`config.mk`:
```
export PLATFORM = sky130hd
export DESIGN_NAME = muldiv_unit
export DESIGN_NICKNAME = d
export VERILOG_FILES = /design/src/rtl/cpu_pkg.sv /design/src/rtl/muldiv_step.sv /design/src/rtl/muldiv_unit.sv
export SDC_FILE = /design/constraint.sdc
export NUM_CORES = 1
export LEC_CHECK = 0
export BUFFER_PORTS_ARGS = -buffer_cell sky130_fd_sc_hd__clkbuf_2
export CAP_MARGIN = 30
export CORE_MARGIN = 2
export CORE_UTILIZATION = 45
export CTS_CLUSTER_DIAMETER = 40
export DETAILED_ROUTE_END_ITERATION = 6
export GPL_TIMING_DRIVEN = 0
export PLACE_DENSITY_LB_ADDON = 0.12
export SLEW_MARGIN = 30
export SYNTH_ARGS = -nofsm -noshare
export SYNTH_HDL_FRONTEND = slang
export SYNTH_SLANG_ARGS = --single-unit
```
`constraint.sdc`:
```
create_clock -name clk -period 3.4 [get_ports clk]
set_clock_uncertainty 0.2 [all_clocks]
set_input_delay 0.51 -clock clk [delete_from_list [all_inputs] [get_ports clk]]
set_output_delay 0.51 -clock clk [all_outputs]
set_load 0.05 [all_outputs]
```
`src/rtl/cpu_pkg.sv`:
```
// Shared types for the execute-stage multiply/divide unit.
package cpu_pkg;

  typedef enum logic [1:0] {
    MD_MULT  = 2'b00,
    MD_MULTU = 2'b01,
    MD_DIV   = 2'b10,
    MD_DIVU  = 2'b11
  } muldiv_op_t;

  typedef enum logic [1:0] {
    IDLE = 2'b00,
    PREP = 2'b01,
    RUN  = 2'b10,
    FIX  = 2'b11
  } muldiv_state_t;

  // True for the two-operand signed forms (MULT, DIV).
  function automatic logic is_signed_op(input muldiv_op_t op);
    return (op == MD_MULT) || (op == MD_DIV);
  endfunction

  // True for either divide form.
  function automatic logic is_div_op(input muldiv_op_t op);
    return (op == MD_DIV) || (op == MD_DIVU);
  endfunction

endpackage

```
`src/rtl/muldiv_step.sv`:
```
// One iteration of the unsigned multiply/divide loop.
// acc holds {high half, low half}; b is the (magnitude) multiplier or divisor.
//   mul: add b into the high half when the low bit is set, then shift right.
//   div: shift left, trial-subtract b from the high half, restore on borrow.
module muldiv_step #(
  parameter int n = 32
) (
  input  logic           is_div,
  input  logic [2*n-1:0] acc,
  input  logic [n-1:0]   b,
  output logic [2*n-1:0] acc_next
);

  logic [n:0] sum;
  logic [n:0] rem;
  logic [n:0] trial;

  // Single combinational step; the top level registers acc_next every RUN cycle.
  always_comb begin
    // NOTE: every always_comb output gets a value on every path (here by
    // unconditional assignment first) so no latch can be inferred.
    sum      = {1'b0, acc[2*n-1:n]} + {1'b0, b};
    rem      = acc[2*n-1:n-1];
    trial    = rem - {1'b0, b};
    acc_next = acc;
    if (is_div) begin
      // The remainder is always below b, so on a borrow it fits in n bits.
      if (trial[n]) acc_next = {rem[n-1:0], acc[n-2:0], 1'b0};
      else          acc_next = {trial[n-1:0], acc[n-2:0], 1'b1};
    end else begin
      if (acc[0]) acc_next = {sum, acc[n-1:1]};
      else        acc_next = {1'b0, acc[2*n-1:1]};
    end
  end

endmodule

```
`src/rtl/muldiv_unit.sv`:
```
// Iterative MULT/MULTU/DIV/DIVU unit owning the HI/LO registers.
// Signed operations run on magnitudes; signs are reapplied in FIX.
module muldiv_unit
  import cpu_pkg::*;
#(
  parameter int n = 32
) (
  input  logic         clk,
  input  logic         reset,
  input  logic         start,
  input  muldiv_op_t   op,
  input  logic [n-1:0] srca,
  input  logic [n-1:0] srcb,
  input  logic         mthi,
  input  logic         mtlo,
  input  logic [n-1:0] wdata,
  output logic         busy,
  output logic         done,
  output logic         div_by_zero,
  output logic [n-1:0] hi,
  output logic [n-1:0] lo
);

  localparam int cw = $clog2(n + 1);

  muldiv_state_t  state;
  muldiv_op_t     op_q;
  logic [2*n-1:0] acc;
  logic [n-1:0]   opb;
  logic [cw-1:0]  count;
  logic           neg_lo;   // negate product / quotient
  logic           neg_hi;   // negate remainder
  logic           dbz;      // divisor was zero

  logic           is_div;
  logic           a_neg;
  logic           b_neg;
  logic [2*n-1:0] acc_next;
  logic [n-1:0]   fix_hi;
  logic [n-1:0]   fix_lo;

  assign is_div = is_div_op(op_q);
  assign a_neg  = is_signed_op(op_q) && acc[n-1];
  assign b_neg  = is_signed_op(op_q) && opb[n-1];

  muldiv_step #(.n(n)) u_step (
    .is_div   (is_div),
    .acc      (acc),
    .b        (opb),
    .acc_next (acc_next)
  );

  // Sign fixup of the finished magnitude result.
  always_comb begin
    fix_hi = acc[2*n-1:n];
    fix_lo = acc[n-1:0];
    if (!is_div) begin
      {fix_hi, fix_lo} = neg_lo ? -acc : acc;
    end else begin
      fix_lo = dbz ? {n{1'b1}} : (neg_lo ? -acc[n-1:0] : acc[n-1:0]);
      fix_hi = neg_hi ? -acc[2*n-1:n] : acc[2*n-1:n];
    end
  end

  // FSM, datapath registers and HI/LO, all with registered outputs.
  always_ff @(posedge clk) begin
    // NOTE: state registers use non-blocking assignments so every register
    // in this block sees the pre-edge values of the others.
    if (reset) begin
      state       <= IDLE;
      op_q        <= MD_MULT;
      acc         <= '0;
      opb         <= '0;
      count       <= '0;
      neg_lo      <= 1'b0;
      neg_hi      <= 1'b0;
      dbz         <= 1'b0;
      busy        <= 1'b0;
      done        <= 1'b0;
      div_by_zero <= 1'b0;
      hi          <= '0;
      lo          <= '0;
    end else begin
      done        <= 1'b0;
      div_by_zero <= 1'b0;
      case (state)
        IDLE: begin
          if (start) begin
            // start wins over a simultaneous mthi/mtlo.
            op_q  <= op;
            acc   <= {{n{1'b0}}, srca};
            opb   <= srcb;
            busy  <= 1'b1;
            state <= PREP;
          end else begin
            if (mthi) hi <= wdata;
            if (mtlo) lo <= wdata;
          end
        end
        PREP: begin
          if (a_neg) acc[n-1:0] <= -acc[n-1:0];
          if (b_neg) opb <= -opb;
          neg_lo <= a_neg ^ b_neg;
          neg_hi <= a_neg && is_div;
          dbz    <= is_div && (opb == '0);
          count  <= cw'(n);
          state  <= RUN;
        end
        RUN: begin
          acc   <= acc_next;
          count <= count - cw'(1);
          if (count == cw'(1)) state <= FIX;
        end
        FIX: begin
          hi          <= fix_hi;
          lo          <= fix_lo;
          done        <= 1'b1;
          div_by_zero <= dbz;
          busy        <= 1'b0;
          state       <= IDLE;
        end
        default: state <= IDLE;
      endcase
    end
  end

endmodule

```
==> results.py <==
metrics = {
    "global_route": {
        "grt_overflow_total": 0,
        "top_usage_layer": "met2",
        "grt_use_total_pct": 34.5,
        "grt_first_pass_wirelength_um": 89700,
        "grtUsageMet3_pct": 6.24,
        "grt_max_degree": 18,
        "grtUsageMet1_pct": 50.5,
        "met2_usage_pct": 51.6,
        "antenna_found_initial": 2,
        "grt_pass1_vias": 15003,
    },
    "drt": {
        "wl_per_cell_um": 22.8,
        "via_per_inst": 6.28,
        "dr.first_iter.drc_count": 1692,
        "firstDrtPassIters": 5,
        "drc": 0,
        "ant_nets": 0,
        "wl_um": 59400,
        "vias": 16362,
    },
    "synth": {
        "netlist_instances": 1964,
        "syn_area_per_cell_um2": 7.41,
        "synth_commonest_cells": "221 x nor2_1, 206 x a21oi_1, 176 x dfxtp_1",
        "mappedNetlistArea_mm2": 0.0145,
        "synth_cell_types": 76,
        "synth_top_area_share_pct": 24.2,
        "synth_flop_cell": "dfxtp_1",
        "yosysMostFrequentCell": "nor2_1",
        "synth_warnings": 0,
        "syn-num-nets": 2142,
        "synthArstFlopShare_pct": 0,
        "synth_edf_count": 0,
        "yosysSeqAreaShare_pct": 24.2,
        "ys_ff_latch": 176,
        "yosys.area.top_type": "dfxtp_1",
        "synth_top_cells_by_area": "dfxtp_1 24%, a21oi_1 7.1%, ha_1 6.3%, nor2_1 5.7%, xnor2_1 4.6%",
    },
    "placed_design": {
        "dp.cells": 2534,
        "gp_congestion": 0.966,
        "portBuffers": 168,
        "dpl_cell_area_mm2": 0.0159,
        "hpwl_um": 45400,
    },
    "floorplanning": {
        "die_area_mm2": 0.0338,
        "ios": 170,
        "die_x_um": 184,
        "core_area_mm2": 0.0317,
        "die_h_um": 184,
        "initial_core_util_pct": 45.9,
        "num_rows": 65,
    },
    "worst_setup_path": {
        "startpoint": "acc[32]",
        "cp_slowest_cell": "fa_2",
        "cp_common_cell": "buf_8",
        "worst_setup_path_start_kind": "flip-flop",
        "worstPathCellList": "buf_8 > clkinvlp_4 > fa_2 > nor2b_4 > o2111ai_4 > a211oi_4 > nor2_2 > o211ai_1 > buf_4 > a31oi_4 > xnor2_4 > buf_6 > buf_8 > mux2i_1 > a21oi_1 > a22o_1",
        "critPathMaxStageDelay_ns": 0.43,
        "crit_path_end_kind": "flip-flop",
        "required_ns": 3.56,
        "r2r_start": "acc[32]",
        "critical_path.max_fanout": 5,
        "worstSetupPathType": "reg2reg",
        "cp.arrival_ns": 3.78,
    },
    "layout": {
        "drive_gt1_share_pct": 20.8,
        "final_cell_area_mm2": 0.0178,
        "layout.cells.non_filler": 2605,
        "area_growth_pct": 22.5,
        "nets": 2367,
        "fill_cells": 3091,
    },
    "status": {
        "status": "complete, but fails checks",
        "failed_checks": "negative setup slack",
    },
    "run": {
        "drv_cap": 0,
    },
    "sta": {
        "fin_tns_setup_ns": -3.62,
        "fmax_mhz": 276,
        "period_share_pct": 107,
        "maxSlewHeadroom_pct": 37.2,
        "maxSlewViolCount": 0,
        "worstMarginPinSlew_ns": 0.941,
        "hold_violations": 0,
        "setup_ws_ns": -0.224,
        "holdWs_ns": 0.0741,
        "rsz0062_at_grt": "true",
        "layout_min_cycle_time_ns": 3.62,
        "setup_viol_count_final": 31,
    },
    "clock_tree": {
        "clockBufferDepth": 2,
        "cts.clk_slew.worst_paths_ns": 0.09,
        "cts_buffers": 17,
        "clock_latency_ns": 0.47,
        "cts_sinks": 176,
        "cts_tree": "done",
        "cts-htree-levels": 4,
        "root_buffer": "clkbuf_16",
    },
    "worst_hold_path": {
        "min_from": "srcb[0]",
        "min_path_type": "in2reg",
    },
    "pwr": {
        "p_leak_uw": 0.00729,
        "finalPower_uw": 16900,
        "power.density_mw_per_mm2": 946,
        "ir_worst_vdd_mv": 0.586,
    },
}
## cells in the final DEF (no fill, tap or decap), drive strengths merged, types with 12 or more instances in the layout
cell / instances
a211oi: 83
a21o: 43
a21oi: 207
a221oi: 29
a22o: 13
a22oi: 18
a31oi: 14
buf: 80
clkbuf: 303
dfxtp: 176
ha: 73
inv: 62
mux2: 31
mux2i: 53
nand2: 161
nand2b: 23
nand3: 29
nand4: 20
nor2: 221
nor2b: 15
nor3: 65
nor4: 20
o211ai: 22
o21ai: 104
o221ai: 20
o31ai: 12
or3: 31
xnor2: 76
xor2: 69
## flip-flops by register name, indices dropped and copies added, names as in the netlist
signal and count:
state 2, acc 64, hi 32, opb 32
op_q 2, neg_hi 1, lo 32, busy 1
neg_lo 1, dbz 1, count 6, done 1
div_by_zero 1
## layer usage
metal	wire [um]	share of wire, %
met1	27300	46
met2	25600	43
met3	5170	8.7
met4	1290	2.2
met5	13	0.022
## area by class of cell
type | count | area [um^2] | area share (%)
Tap cell | 402 | 503 | 2.82
Buffer | 142 | 634 | 3.56
Multi-Input combinational cell | 1570 | 10900 | 61.2
Timing Repair Buffer | 223 | 1320 | 7.38
Clock buffer | 18 | 439 | 2.46
Sequential cell | 176 | 3570 | 20.0
Inverter | 59 | 244 | 1.37
Clock inverter | 14 | 198 | 1.11
Antenna cell | 1 | 2.50 | 0.0140
## power by group
part | leakage [uW] | internal [uW] | switching (uW)
clock | 0.000314 | 1210 | 1030
sequential | 0.00146 | 2690 | 691
combinational | 0.00552 | 3770 | 7460
total | 0.00729 | 7670 | 9190
## logic make-up after synthesis
| family | synth area share, % |
|---|---|
| AND/OR/NAND/NOR | 20.4 |
| AO/OA/AOI/OAI | 28.3 |
| buffers and inverters | 5.71 |
| flip-flops | 24.2 |
| XOR/XNOR | 8.73 |
| multiplexers | 6.05 |
| adder cells (fa/ha/maj) | 6.56 |
## final timing paths
kind | cells past startpoint | end | slack, ns
setup / recovery | 16 | acc[34] | -0.22
hold / removal | 3 | opb[0] | 0.07
setup reg to reg | 16 | acc[34] | -0.22
hold reg to reg | 2 | lo[27] | 0.25
## stage by stage
stage	setup WS, ns	utilization [%]
after floorplan	-0.0339	-
after global placement	-1.01	50.1
after detailed placement	-1.07	50.2
after CTS	-0.238	54.4
after global routing	-0.318	56.2
final	-0.224	56.2
## worst max-delay path, delay by kind of cell (launching register included)
kind	cells	cell delay [ns]
AO/OA/AOI/OAI	6	1.10
XOR/XNOR	1	0.27
adder cells (fa/ha/maj)	1	0.43
buffers and inverters	5	0.67
flip-flops	1	0.36
multiplexers	1	0.24
AND/OR/NAND/NOR	2	0.22
## what timing repair did
| action | in CTS | in global routing |
|---|---|---|
| hold buffers | 0 | 0 |
| resized for setup | 117 | 121 |
| setup endpoints to repair | 100 | 85 |
| buffers inserted | 22 | 31 |
| pin swaps | 22 | 43 |
| gates cloned | 3 | 0 |
(Power assumes the default switching activity.)
